$ cat src/rtl/cnnip_arb_pkg.sv
// Shared types and defaults for the block-memory port arbiter.
//   arb_state_e : arbiter FSM states (ARB, RD_WAIT)
//   ptr_w()     : width of a requester index (never less than 1)
//   DEF_*       : default parameter values for the arbiter
package cnnip_arb_pkg;

    localparam int unsigned DEF_NUM_REQ      = 4;
    localparam int unsigned DEF_ADDR_WIDTH   = 16;
    localparam int unsigned DEF_DATA_WIDTH   = 32;
    localparam int unsigned DEF_READ_LATENCY = 3;

    typedef enum logic [0:0] {
        ARB     = 1'b0,
        RD_WAIT = 1'b1
    } arb_state_e;

    // Index width for n requesters; a single requester still needs one bit.
    function automatic int unsigned ptr_w(input int unsigned n);
        return (n > 1) ? 32'($clog2(n)) : 32'd1;
    endfunction

endpackage

$ cat src/rtl/cnnip_mem_if.sv
// Master/slave bundle between an access client and the block-memory wrapper.
//   en, we, addr (byte address), din : client -> wrapper
//   dout, valid                      : wrapper -> client (valid pulses once per read)
interface cnnip_mem_if #(
    parameter int unsigned ADDR_WIDTH = 16,
    parameter int unsigned DATA_WIDTH = 32
) ();
    logic                  en;
    logic                  we;
    logic [ADDR_WIDTH-1:0] addr;
    logic [DATA_WIDTH-1:0] din;
    logic [DATA_WIDTH-1:0] dout;
    logic                  valid;

    modport master (output en, output we, output addr, output din,
                    input  dout, input valid);
    modport slave  (input  en, input we, input addr, input din,
                    output dout, output valid);
endinterface

$ cat src/rtl/cnnip_rr_pick.sv
// Combinational round-robin picker: first asserted request at or after ptr_i,
// wrapping modulo NUM_REQ.
//   req_i    : request vector
//   ptr_i    : highest-priority index
//   onehot_o : winner as a one-hot vector
//   idx_o    : winner index
//   any_o    : at least one request asserted
module cnnip_rr_pick #(
    parameter int unsigned NUM_REQ = 4,
    parameter int unsigned PTR_W   = 2
) (
    input  logic [NUM_REQ-1:0] req_i,
    input  logic [PTR_W-1:0]   ptr_i,
    output logic [NUM_REQ-1:0] onehot_o,
    output logic [PTR_W-1:0]   idx_o,
    output logic               any_o
);

    logic [PTR_W-1:0] cand;

    // Scan from ptr_i upward; the first hit wins and blocks later candidates.
    always_comb begin
        onehot_o = '0;
        idx_o    = '0;
        any_o    = 1'b0;
        cand     = '0;
        for (int unsigned i = 0; i < NUM_REQ; i++) begin
            cand = PTR_W'((32'(ptr_i) + i) % NUM_REQ);
            if (!any_o && req_i[cand]) begin
                any_o          = 1'b1;
                idx_o          = cand;
                onehot_o[cand] = 1'b1;
            end
        end
    end

endmodule

$ cat src/rtl/cnnip_mem_arbiter.sv
// Round-robin arbiter sharing one block-memory wrapper port among NUM_REQ
// requesters. Writes take one cycle; a read holds the port until the
// wrapper's valid pulse and the data is returned to the issuing requester.
//   clk_a, arstz_aq   : clock, synchronous active-low reset
//   req/req_we/req_addr/req_din : per-requester access, held until gnt
//   gnt               : one-hot accept pulse (combinational, same cycle)
//   rvalid/rdata      : registered read return, rvalid one-hot
//   busy              : a read is outstanding
//   mem_if            : master side toward the memory wrapper
module cnnip_mem_arbiter
    import cnnip_arb_pkg::*;
#(
    parameter int unsigned NUM_REQ      = DEF_NUM_REQ,
    parameter int unsigned ADDR_WIDTH   = DEF_ADDR_WIDTH,
    parameter int unsigned DATA_WIDTH   = DEF_DATA_WIDTH,
    parameter int unsigned READ_LATENCY = DEF_READ_LATENCY
) (
    input  logic                               clk_a,
    input  logic                               arstz_aq,
    input  logic [NUM_REQ-1:0]                 req,
    input  logic [NUM_REQ-1:0]                 req_we,
    input  logic [NUM_REQ-1:0][ADDR_WIDTH-1:0] req_addr,
    input  logic [NUM_REQ-1:0][DATA_WIDTH-1:0] req_din,
    output logic [NUM_REQ-1:0]                 gnt,
    output logic [NUM_REQ-1:0]                 rvalid,
    output logic [DATA_WIDTH-1:0]              rdata,
    output logic                               busy,
    cnnip_mem_if.master                        mem_if
);

    localparam int unsigned PTR_W = ptr_w(NUM_REQ);
    localparam int unsigned CNT_W = ptr_w(READ_LATENCY + 2);

    arb_state_e             state_q, state_d;
    logic [PTR_W-1:0]       ptr_q, ptr_d;
    logic [ADDR_WIDTH-1:0]  addr_q, addr_d;
    logic [PTR_W-1:0]       owner_q, owner_d;
    logic [NUM_REQ-1:0]     rvalid_q, rvalid_d;
    logic [DATA_WIDTH-1:0]  rdata_q, rdata_d;
    logic [CNT_W-1:0]       cnt_q, cnt_d;

    logic [NUM_REQ-1:0]     pick_onehot;
    logic [PTR_W-1:0]       pick_idx;
    logic                   pick_any;

    logic [NUM_REQ-1:0]     gnt_c;
    logic                   en_c;
    logic                   we_c;
    logic [ADDR_WIDTH-1:0]  addr_c;
    logic [DATA_WIDTH-1:0]  din_c;

    cnnip_rr_pick #(
        .NUM_REQ (NUM_REQ),
        .PTR_W   (PTR_W)
    ) u_pick (
        .req_i    (req),
        .ptr_i    (ptr_q),
        .onehot_o (pick_onehot),
        .idx_o    (pick_idx),
        .any_o    (pick_any)
    );

    // Next-state and memory-port drive.
    always_comb begin
        state_d  = state_q;
        ptr_d    = ptr_q;
        addr_d   = addr_q;
        owner_d  = owner_q;
        rvalid_d = '0;
        rdata_d  = rdata_q;
        cnt_d    = cnt_q;
        gnt_c    = '0;
        en_c     = 1'b0;
        we_c     = 1'b0;
        addr_c   = '0;
        din_c    = '0;

        case (state_q)
            ARB: begin
                // mem_if.valid is ignored here (stale pulse after a reset mid-read).
                if (pick_any) begin
                    gnt_c  = pick_onehot;
                    en_c   = 1'b1;
                    we_c   = req_we[pick_idx];
                    addr_c = req_addr[pick_idx];
                    din_c  = req_din[pick_idx];
                    ptr_d  = (pick_idx == PTR_W'(NUM_REQ - 1)) ? '0
                                                                : PTR_W'(pick_idx + 1'b1);
                    if (!req_we[pick_idx]) begin
                        addr_d  = req_addr[pick_idx];
                        owner_d = pick_idx;
                        cnt_d   = CNT_W'(1);
                        state_d = RD_WAIT;
                    end
                end
            end
            RD_WAIT: begin
                // Address stays put while the wrapper keeps the memory enabled.
                addr_c = addr_q;
                if (mem_if.valid) begin
                    rdata_d           = mem_if.dout;
                    rvalid_d[owner_q] = 1'b1;
                    cnt_d             = '0;
                    state_d           = ARB;
                end else if (cnt_q < CNT_W'(READ_LATENCY + 1)) begin
                    cnt_d = CNT_W'(cnt_q + 1'b1);
                end
            end
            default: state_d = ARB;
        endcase

        // Nothing leaves the block while reset is held.
        if (!arstz_aq) begin
            gnt_c  = '0;
            en_c   = 1'b0;
            we_c   = 1'b0;
            addr_c = '0;
            din_c  = '0;
        end
    end

    // State, pointer, read latches and registered return path.
    always_ff @(posedge clk_a) begin
        if (!arstz_aq) begin
            state_q  <= ARB;
            ptr_q    <= '0;
            addr_q   <= '0;
            owner_q  <= '0;
            rvalid_q <= '0;
            rdata_q  <= '0;
            cnt_q    <= '0;
        end else begin
            state_q  <= state_d;
            ptr_q    <= ptr_d;
            addr_q   <= addr_d;
            owner_q  <= owner_d;
            rvalid_q <= rvalid_d;
            rdata_q  <= rdata_d;
            cnt_q    <= cnt_d;
        end
    end

    // Protocol checks toward the wrapper.
    always_ff @(posedge clk_a) begin
        if (arstz_aq) begin
            spurious_valid: assert (!(state_q == ARB && mem_if.valid));
            read_timeout: assert (!(state_q == RD_WAIT && !mem_if.valid &&
                                    cnt_q >= CNT_W'(READ_LATENCY)));
        end
    end

    assign gnt         = gnt_c;
    assign rvalid      = rvalid_q;
    assign rdata       = rdata_q;
    assign busy        = (state_q == RD_WAIT);
    assign mem_if.en   = en_c;
    assign mem_if.we   = we_c;
    assign mem_if.addr = addr_c;
    assign mem_if.din  = din_c;

endmodule

$ cat src/flat_wrapper.sv
// flat-port wrapper written by rule: the top's interface ports become plain ports
module cnnip_mem_arbiter_flat import cnnip_arb_pkg::*;
#(
    parameter int unsigned NUM_REQ      = DEF_NUM_REQ,
    parameter int unsigned ADDR_WIDTH   = DEF_ADDR_WIDTH,
    parameter int unsigned DATA_WIDTH   = DEF_DATA_WIDTH,
    parameter int unsigned READ_LATENCY = DEF_READ_LATENCY
)
  (clk_a, arstz_aq, req, req_we, req_addr, req_din, gnt, rvalid, rdata, busy, mem_if_en, mem_if_we, mem_if_addr, mem_if_din, mem_if_dout, mem_if_valid);
  cnnip_mem_if #(.ADDR_WIDTH(ADDR_WIDTH), .DATA_WIDTH(DATA_WIDTH)) mem_if_i ();
  input  logic clk_a;
  input  logic arstz_aq;
  input  logic [NUM_REQ-1:0] req;
  input  logic [NUM_REQ-1:0] req_we;
  input  logic [NUM_REQ-1:0][ADDR_WIDTH-1:0] req_addr;
  input  logic [NUM_REQ-1:0][DATA_WIDTH-1:0] req_din;
  output logic [NUM_REQ-1:0] gnt;
  output logic [NUM_REQ-1:0] rvalid;
  output logic [DATA_WIDTH-1:0] rdata;
  output logic busy;
  output wire logic [$bits(mem_if_i.en)-1:0] mem_if_en;
  output wire logic [$bits(mem_if_i.we)-1:0] mem_if_we;
  output wire logic [$bits(mem_if_i.addr)-1:0] mem_if_addr;
  output wire logic [$bits(mem_if_i.din)-1:0] mem_if_din;
  input wire logic [$bits(mem_if_i.dout)-1:0] mem_if_dout;
  input wire logic [$bits(mem_if_i.valid)-1:0] mem_if_valid;
  assign mem_if_en = mem_if_i.en;
  assign mem_if_we = mem_if_i.we;
  assign mem_if_addr = mem_if_i.addr;
  assign mem_if_din = mem_if_i.din;
  assign mem_if_i.dout = mem_if_dout;
  assign mem_if_i.valid = mem_if_valid;
  cnnip_mem_arbiter #(.NUM_REQ(NUM_REQ), .ADDR_WIDTH(ADDR_WIDTH), .DATA_WIDTH(DATA_WIDTH), .READ_LATENCY(READ_LATENCY)) u_core (.clk_a(clk_a), .arstz_aq(arstz_aq), .req(req), .req_we(req_we), .req_addr(req_addr), .req_din(req_din), .gnt(gnt), .rvalid(rvalid), .rdata(rdata), .busy(busy), .mem_if(mem_if_i));
endmodule
$ cat config.mk
export PLATFORM = sky130hd
export DESIGN_NAME = cnnip_mem_arbiter_flat
export DESIGN_NICKNAME = d
export VERILOG_FILES = /design/src/rtl/cnnip_arb_pkg.sv /design/src/rtl/cnnip_mem_if.sv /design/src/rtl/cnnip_rr_pick.sv /design/src/rtl/cnnip_mem_arbiter.sv /design/src/flat_wrapper.sv
export SDC_FILE = /design/constraint.sdc
export NUM_CORES = 1
export LEC_CHECK = 0
export CAP_MARGIN = 10
export CORE_AREA = 2 2 125 127
export DETAILED_ROUTE_END_ITERATION = 10
export DIE_AREA = 0 0 127 129
export PLACE_DENSITY = 0.7
export SYNTH_ARGS = -nofsm -noshare
export SYNTH_HDL_FRONTEND = slang
export SYNTH_SLANG_ARGS = --single-unit
$ cat constraint.sdc
create_clock -name clk_a -period 8.43 [get_ports clk_a]
set_input_delay 2.1075 -clock clk_a [delete_from_list [all_inputs] [get_ports clk_a]]
set_output_delay 2.1075 -clock clk_a [all_outputs]
set_load 0.005 [all_outputs]
==> out/results.tsv, run 1 <==
stage	metric	value	unit
run_status	status	finished clean	
layout	cell area after layout	7874	µm²
global_routing	gr usage total	22.33	%
floorplanning	total core area	14980	µm²
synthesis	syn nets	752	
worst_setup_path	crit start category	input port	
placement	Post-DP Area	7607	µm²
floorplanning	io pins	326	
placement	routability cong.	0.9598	
global_routing	met3 Usage GRT	6.653	%
drt	DRT iter0 DRCs	177	
synthesis	Synth area leaders	dfxtp_1, a211oi_1, mux2i_1, mux4_2, a21oi_1	
layout	Layout Utilization	52.57	%
worst_setup_path	critical path startpoint	req[3]	
worst_setup_path	Worst Path Required	6.32	ns
cts	CTS Hold Buffers Added	0	
worst_setup_path	Worst Reg-to-Reg Cells	8	
hold_path	Hold Crit Class	register to register	
synthesis	Post-Syn Area	4298	µm²
sta	setup ws final	1.055	ns
sta	Tcrit/Tclk final	87.48	%
flow_run	max cap viols	0	
synthesis	largest family of logic cells by synthesized area	compound AO/OA/AOI/OAI gates	
drt	Avg Vias per Cell	5.285	
global_routing	Global Route met2 Usage	41.24	%
drt	remaining antenna violation count	0	
synthesis	Compound-Gate Fraction of Synth Area	28.01	%
sta	final setup vio count	0	
cts	clock root buffer	clkbuf_16	
worst_setup_path	RR Startpoint	u_core.ptr_q[0]	
global_routing	M1 GR Usage	24.29	%
layout	Fill cells	1348	
drt	DR WL/cell	19.32	µm
synthesis	Seq/Total Area, Yosys	26.55	%
drt	Pre-antenna DRT Iters	4	
cts	Clock Latency Late Sink	0.32	ns
placement	Detail Placement HPWL	15.32	mm
global_routing	first-pass GRT wire length	28.47	mm
pwr	P_leak	2.828	nW
synthesis	post-synthesis simple-gate area fraction	16.86	%
synthesis	gate count after technology mapping	509	
worst_setup_path	Crit path arrival time	5.27	ns
floorplanning	Initial Util	28.70	%
sta	Final Max Tran Viols	0	
sta	Rel. slew slack	29.94	%
cts	Clock transition at path regs	0.05	ns
layout	layout cells sized above 1	6.335	%
synthesis	number of enable flip-flop cells after synthesis	0	
drt	WL final	19.20	mm
placement	I/O Buffers	325	
sta	RSZ-0062 raised after global routing	false	
drt	via count	5253	
global_routing	initial antenna violation count	2	
synthesis	Synth Area in Adders	2.329	%
placement	dpl ws	1.034	ns
cts	Post-CTS Setup Bufs	0	
cts	H-tree depth	3	
worst_setup_path	Setup CP Type	input port to output pin	
synthesis	area leader, netlist	dfxtp_1	
drt	# DRC	0	
synthesis	syn avg cell area	8.444	µm²
layout	FF+latch area	1141	µm²
hold_path	Worst Hold Endpoint	u_core.rdata[11]	
sta	Worst Max-Slew Pin Slew	1.051	ns
synthesis	Synth top area share	26.55	%
sta	TNS Setup	0	ns
global_routing	grt ovf	0	
cts	Post-CTS Resized	0	
pwr	maximum VDD drop	0.2048	mV
global_routing	GRT busiest layer	met2	
cts	CTS max path bufs	2	
worst_setup_path	worst-path maximum fanout	17	
synthesis	Primary FF master, synth	dfxtp_1	
pwr	pwr dens	247.6	nW/µm²
cts	CTS buffer count	9	
worst_setup_path	FF-to-FF End	u_core.addr_q[1]	
sta	Worst Clk Skew	0.004467	ns
synthesis	mux cell area share after synthesis	19.53	%
cts	clk sinks	57	
sta	Hold Vio Cnt, Final	0	
worst_setup_path	R2R Setup Slk	4.51	ns
synthesis	Post-synth ARST share	0	%
sta	Final min period	7.375	ns
floorplanning	die area	16380	µm²
floorplanning	chip width	127	µm
cts	CTS tree	built	
hold_path	Hold Path Stages	2	
synthesis	synth unique cells	46	
synthesis	xor/xnor cell area share of the yosys netlist	0.2038	%
layout	area delta synth->final	83.20	%
global_routing	largest net degree at the start of global routing	87	
floorplanning	die height	129	µm
synthesis	warnings from Yosys	0	
hold_path	hold path start	u_core.rdata[11]	
global_routing	number of global-route vias before repair	5376	
layout	footprint of the multi-input gates	2894	µm²
floorplanning	# rows	45	
sta	Max Fclk	0.1356	GHz
synthesis	#FFs+latches synth	57	
worst_setup_path	Setup crit end kind	output pin	
layout	Nets	1043	
==> worst max-delay path by stage <==
stage,to,slack (ns),cells past startpoint
2_1_floorplan,mem_if_addr[11],2.25,7
3_3_place_gp,mem_if_din[1],1.20,8
3_5_place_dp,mem_if_addr[4],1.03,7
4_1_cts,mem_if_addr[13],1.02,7
5_1_grt,mem_if_addr[13],0.79,7
6_report,mem_if_addr[15],1.06,7
==> cell usage in the layout, fill, tap and decap left out, types with 2 or more instances in the layout <==
cell type and count:
clkdlybuf4s50_1 325, nand2_1 72, a211oi_1 67, a21oi_1 57
dfxtp_1 57, mux2i_1 43, nor2b_1 32, a22o_1 20
nand3_1 18, mux4_2 16, o21ai_0 11, clkbuf_16 9
o21ai_1 8, ha_1 8, nor2_1 6, buf_4 6
clkinv_2 4, inv_1 3, mux2_2 3, nand2b_1 3
nor3_1 3, nand3b_1 2, clkinv_1 2, and2_1 2
a31oi_1 2, nor3b_1 2, o31ai_1 2, clkinvlp_4 2
==> through the flow <==
stage | total power [mW] | hold slack [ns] | std cells
6_report | 1.950 | 0.4544 | 994
2_1_floorplan | 1.145 | 0.4433 | 509
4_1_cts | 1.962 | 0.4583 | 993
3_5_place_dp | 1.633 | 0.4484 | 977
3_3_place_gp | 1.608 | 0.4433 | 977
5_1_grt | 2.087 | 0.4724 | 994
==> cell usage after synthesis (all sizes together), types with 4 or more instances <==
master,number
clkbuf,25
a211oi,68
nor3,4
nand3,18
a22o,20
nand2,72
a21oi,57
o21ai,20
buf,27
dfxtp,57
nor2,6
mux4,16
mux2,4
nor2b,32
ha,8
mux2i,43
==> worst max-delay path, cell delays in order <==
cell and delay, ns:
clkdlybuf4s50_1 0.56, nor2_1 0.46, a21oi_1 0.31, nand2_1 0.40, clkinv_1 0.59, a22o_1 0.39
clkdlybuf4s50_1 0.45
==> cells by family (layout without fill, tap and decap cells) <==
logic type / count (synthesis) / after routing
compound gates: 176 / 176
simple gates: 147 / 147
mux: 63 / 63
flops: 57 / 57
buf+inv: 57 / 353
fa+ha+maj: 8 / 8
xor+xnor: 1 / 1
other cells: 0 / 1
==> registers in the layout (all words and copies together) (netlist names) <==
signal          count
u_core.rvalid       4
u_core.addr_q      16
u_core.owner_q      2
u_core.ptr_q        2
u_core.rdata       32
u_core.busy         1
==> layer usage <==
layer / share of wire [%] / vias to the layer above / routed length (µm)
li1: - / 2487 / -
met1: 38 / 2479 / 7248
met2: 51 / 252 / 9884
met3: 8.3 / 35 / 1595
met4: 2.5 / 0 / 474
met5: 0 / - / 0
==> layout make-up <==
class	count	area share, %
Antenna cell	1	0.03178
Clock buffer	10	2.908
Clock inverter	6	0.4449
Inverter	5	0.2384
Multi-Input combinational cell	395	36.76
Sequential cell	57	14.49
Tap cell	188	2.987
Timing Repair Buffer	332	42.14
==> where the power goes <==
group	internal, mW	switching (mW)	total (mW)
combinational	0.631	0.613	1.24
sequential	0.334	0.0556	0.390
clock	0.196	0.120	0.316
(Power assumes the default switching activity.)
==> run 2, diff against run 1 <==
PLACE_DENSITY = not set   (was 0.7)
PLACE_DENSITY_LB_ADDON = 0.3   (was not set)
==> out/results.tsv, run 2 (synthesized netlist as in run 1, its figures left out) <==
stage	metric	value	unit	change
drt	Pre-antenna DRT Iters	5		was 4
global_routing	largest net degree at the start of global routing	96		was 87
global_routing	initial antenna violation count	2		unchanged
worst_setup_path	Setup crit end kind	output pin		unchanged
drt	remaining antenna violation count	0		unchanged
placement	routability cong.	0.9205		was 0.9598
layout	commonest non-fill, non-tap cell in the layout	clkdlybuf4s50_1		unchanged
layout	Nets	1041		was 1043
cts	CTS tree	built		unchanged
cts	Post-CTS Setup Bufs	0		unchanged
worst_setup_path	CP dominant cell by count	clkdlybuf4s50_1		unchanged
sta	Rel. slew slack	22.67	%	was 29.94%
drt	DR WL/cell	18.97	µm	was 19.32 µm
drt	DRT iter0 DRCs	233		was 177
sta	Tcrit/Tclk final	86.39	%	was 87.48%
sta	TNS Setup	0	ns	unchanged
layout	max reg flops	32		unchanged
cts	CTS Hold Buffers Added	0		unchanged
sta	Final Max Tran Viols	0		unchanged
floorplanning	die area	16380	µm²	unchanged
floorplanning	chip width	127	µm	unchanged
drt	via count	5178		was 5253
worst_setup_path	Max stage delay on crit path	0.60	ns	was 0.59 ns
worst_setup_path	worst path cell trace	clkdlybuf4s50_1 -> mux2_4 -> and3_4 -> nor3_4 -> buf_12 -> mux4_2 -> a22o_1 -> clkdlybuf4s50_1		was clkdlybuf4s50_1 -> nor2_1 -> a21oi_1 -> nand2_1 -> clkinv_1 -> a22o_1 -> clkdlybuf4s50_1
worst_setup_path	slowest stage cell, crit path	mux4_2		was clkinv_1
run_status	status	finished clean		unchanged
floorplanning	Initial Util	28.70	%	unchanged
sta	Final min period	7.283	ns	was 7.375 ns
sta	RSZ-0062 raised after global routing	false		unchanged
global_routing	number of global-route vias before repair	5154		was 5376
cts	Post-CTS Resized	0		unchanged
cts	clk sinks	57		unchanged
pwr	maximum VDD drop	0.1837	mV	was 0.2048 mV
sta	Worst Max-Slew Pin Slew	1.160	ns	was 1.051 ns
layout	commonest non-fill, non-tap cells in the layout	clkdlybuf4s50_1, nand2_1, a211oi_1, a21oi_1, dfxtp_1		unchanged
layout	area delta synth->final	84.31	%	was 83.20%
sta	WHS	0.4518	ns	was 0.4544 ns
placement	Detail Placement HPWL	14.54	mm	was 15.32 mm
worst_setup_path	worst-path maximum fanout	85		was 17
global_routing	first-pass GRT wire length	27.21	mm	was 28.47 mm
pwr	pwr dens	252.6	nW/µm²	was 247.6 nW/µm²
worst_setup_path	family with the most delay on the worst path	buffers and inverters		unchanged
global_routing	grt ovf	0		unchanged
worst_setup_path	Setup CP Type	input port to output pin		unchanged
worst_setup_path	crit start category	input port		unchanged
cts	Clock transition at path regs	0.05	ns	about the same
flow_run	max cap viols	0		unchanged
worst_setup_path	CP bufs+invs	3		unchanged
cts	clock root buffer	clkbuf_16		unchanged
sta	Hold Vio Cnt, Final	0		unchanged
cts	CTS max path bufs	2		unchanged
floorplanning	# rows	45		unchanged
cts	CTS buffer count	9		unchanged
sta	Worst Clk Skew	0.003413	ns	was 0.004467 ns
worst_setup_path	Worst Path Required	6.32	ns	about the same
sta	final setup vio count	0		unchanged
cts	H-tree depth	3		unchanged
floorplanning	io pins	326		unchanged
global_routing	gr usage total	21.45	%	was 22.33%
placement	I/O Buffers	325		unchanged
layout	layout cells sized above 1	5.860	%	was 6.335%
drt	# DRC	0		unchanged
hold_path	Hold Crit Class	register to register		unchanged
drt	Avg Vias per Cell	5.220		was 5.285
floorplanning	total core area	14980	µm²	unchanged
drt	WL final	18.82	mm	was 19.20 mm
worst_setup_path	Crit path arrival time	5.18	ns	was 5.27 ns
cts	Clock Latency Late Sink	0.32	ns	about the same
pwr	P_leak	2.849	nW	was 2.828 nW
floorplanning	die height	129	µm	unchanged
sta	Max Fclk	0.1373	GHz	was 0.1356 GHz
==> run 2: worst paths after layout <==
| path | start | endpoint | slack [ns] | cells after the start |
|---|---|---|---|---|
| setup / recovery | req[2] | mem_if_addr[14] | 1.15 | 8 |
| hold / removal | u_core.rdata[25] | u_core.rdata[25] | 0.45 | 2 |
| setup reg to reg | u_core.ptr_q[0] | u_core.addr_q[3] | 4.46 | 8 |
| hold reg to reg | u_core.rdata[25] | u_core.rdata[25] | 0.45 | 2 |
==> run 2: where the power goes <==
| part | internal [mW] | total, mW | switching [mW] |
|---|---|---|---|
| Sequential | 0.334 | 0.385 | 0.0508 |
| Combinational | 0.634 | 1.23 | 0.601 |
| Clock | 0.264 | 0.381 | 0.117 |
==> run 2: final cells by class <==
class,instances,area (µm²)
clock buffers,12,246.5
diodes,2,5.005
fillers,1366,7056
well taps,188,235.2
repair buffers,330,3316
clock inverters,3,65.06
multi-input cells,395,2894
flip-flops and latches,57,1141
inverters,5,18.77
==> run 2: worst min-delay path: cells and delay by family (launching register included) <==
family / cells / cell delay [ns]
compound gates: 1 / 0.05
simple gates: 1 / 0.05
flops: 1 / 0.30
==> run 2: layer usage <==
layer | wire (µm) | global-route usage, % | vias up
met5 | 8 | 0 | -
met4 | 515 | 8.339 | 2
met3 | 1786 | 7.817 | 35
met2 | 9370 | 38.77 | 263
met1 | 7135 | 22.86 | 2399
li1 | - | - | 2479
==> run 2: per-stage QoR <==
| step | setup WS, ns | power, mW | area, µm² | instances | utilization (%) |
|---|---|---|---|---|---|
| global route | 0.9944 | 2.137 | 7921 | 992 | 52.89 |
| global placement | 1.235 | 1.601 | 7605 | 975 | 50.78 |
| floorplan | 2.254 | 1.145 | 4298 | 509 | - |
| finish | 1.147 | 2.001 | 7921 | 992 | 52.89 |
| CTS | 1.180 | 2.018 | 7916 | 990 | 52.86 |
| detailed placement | 1.172 | 1.625 | 7605 | 975 | 50.78 |
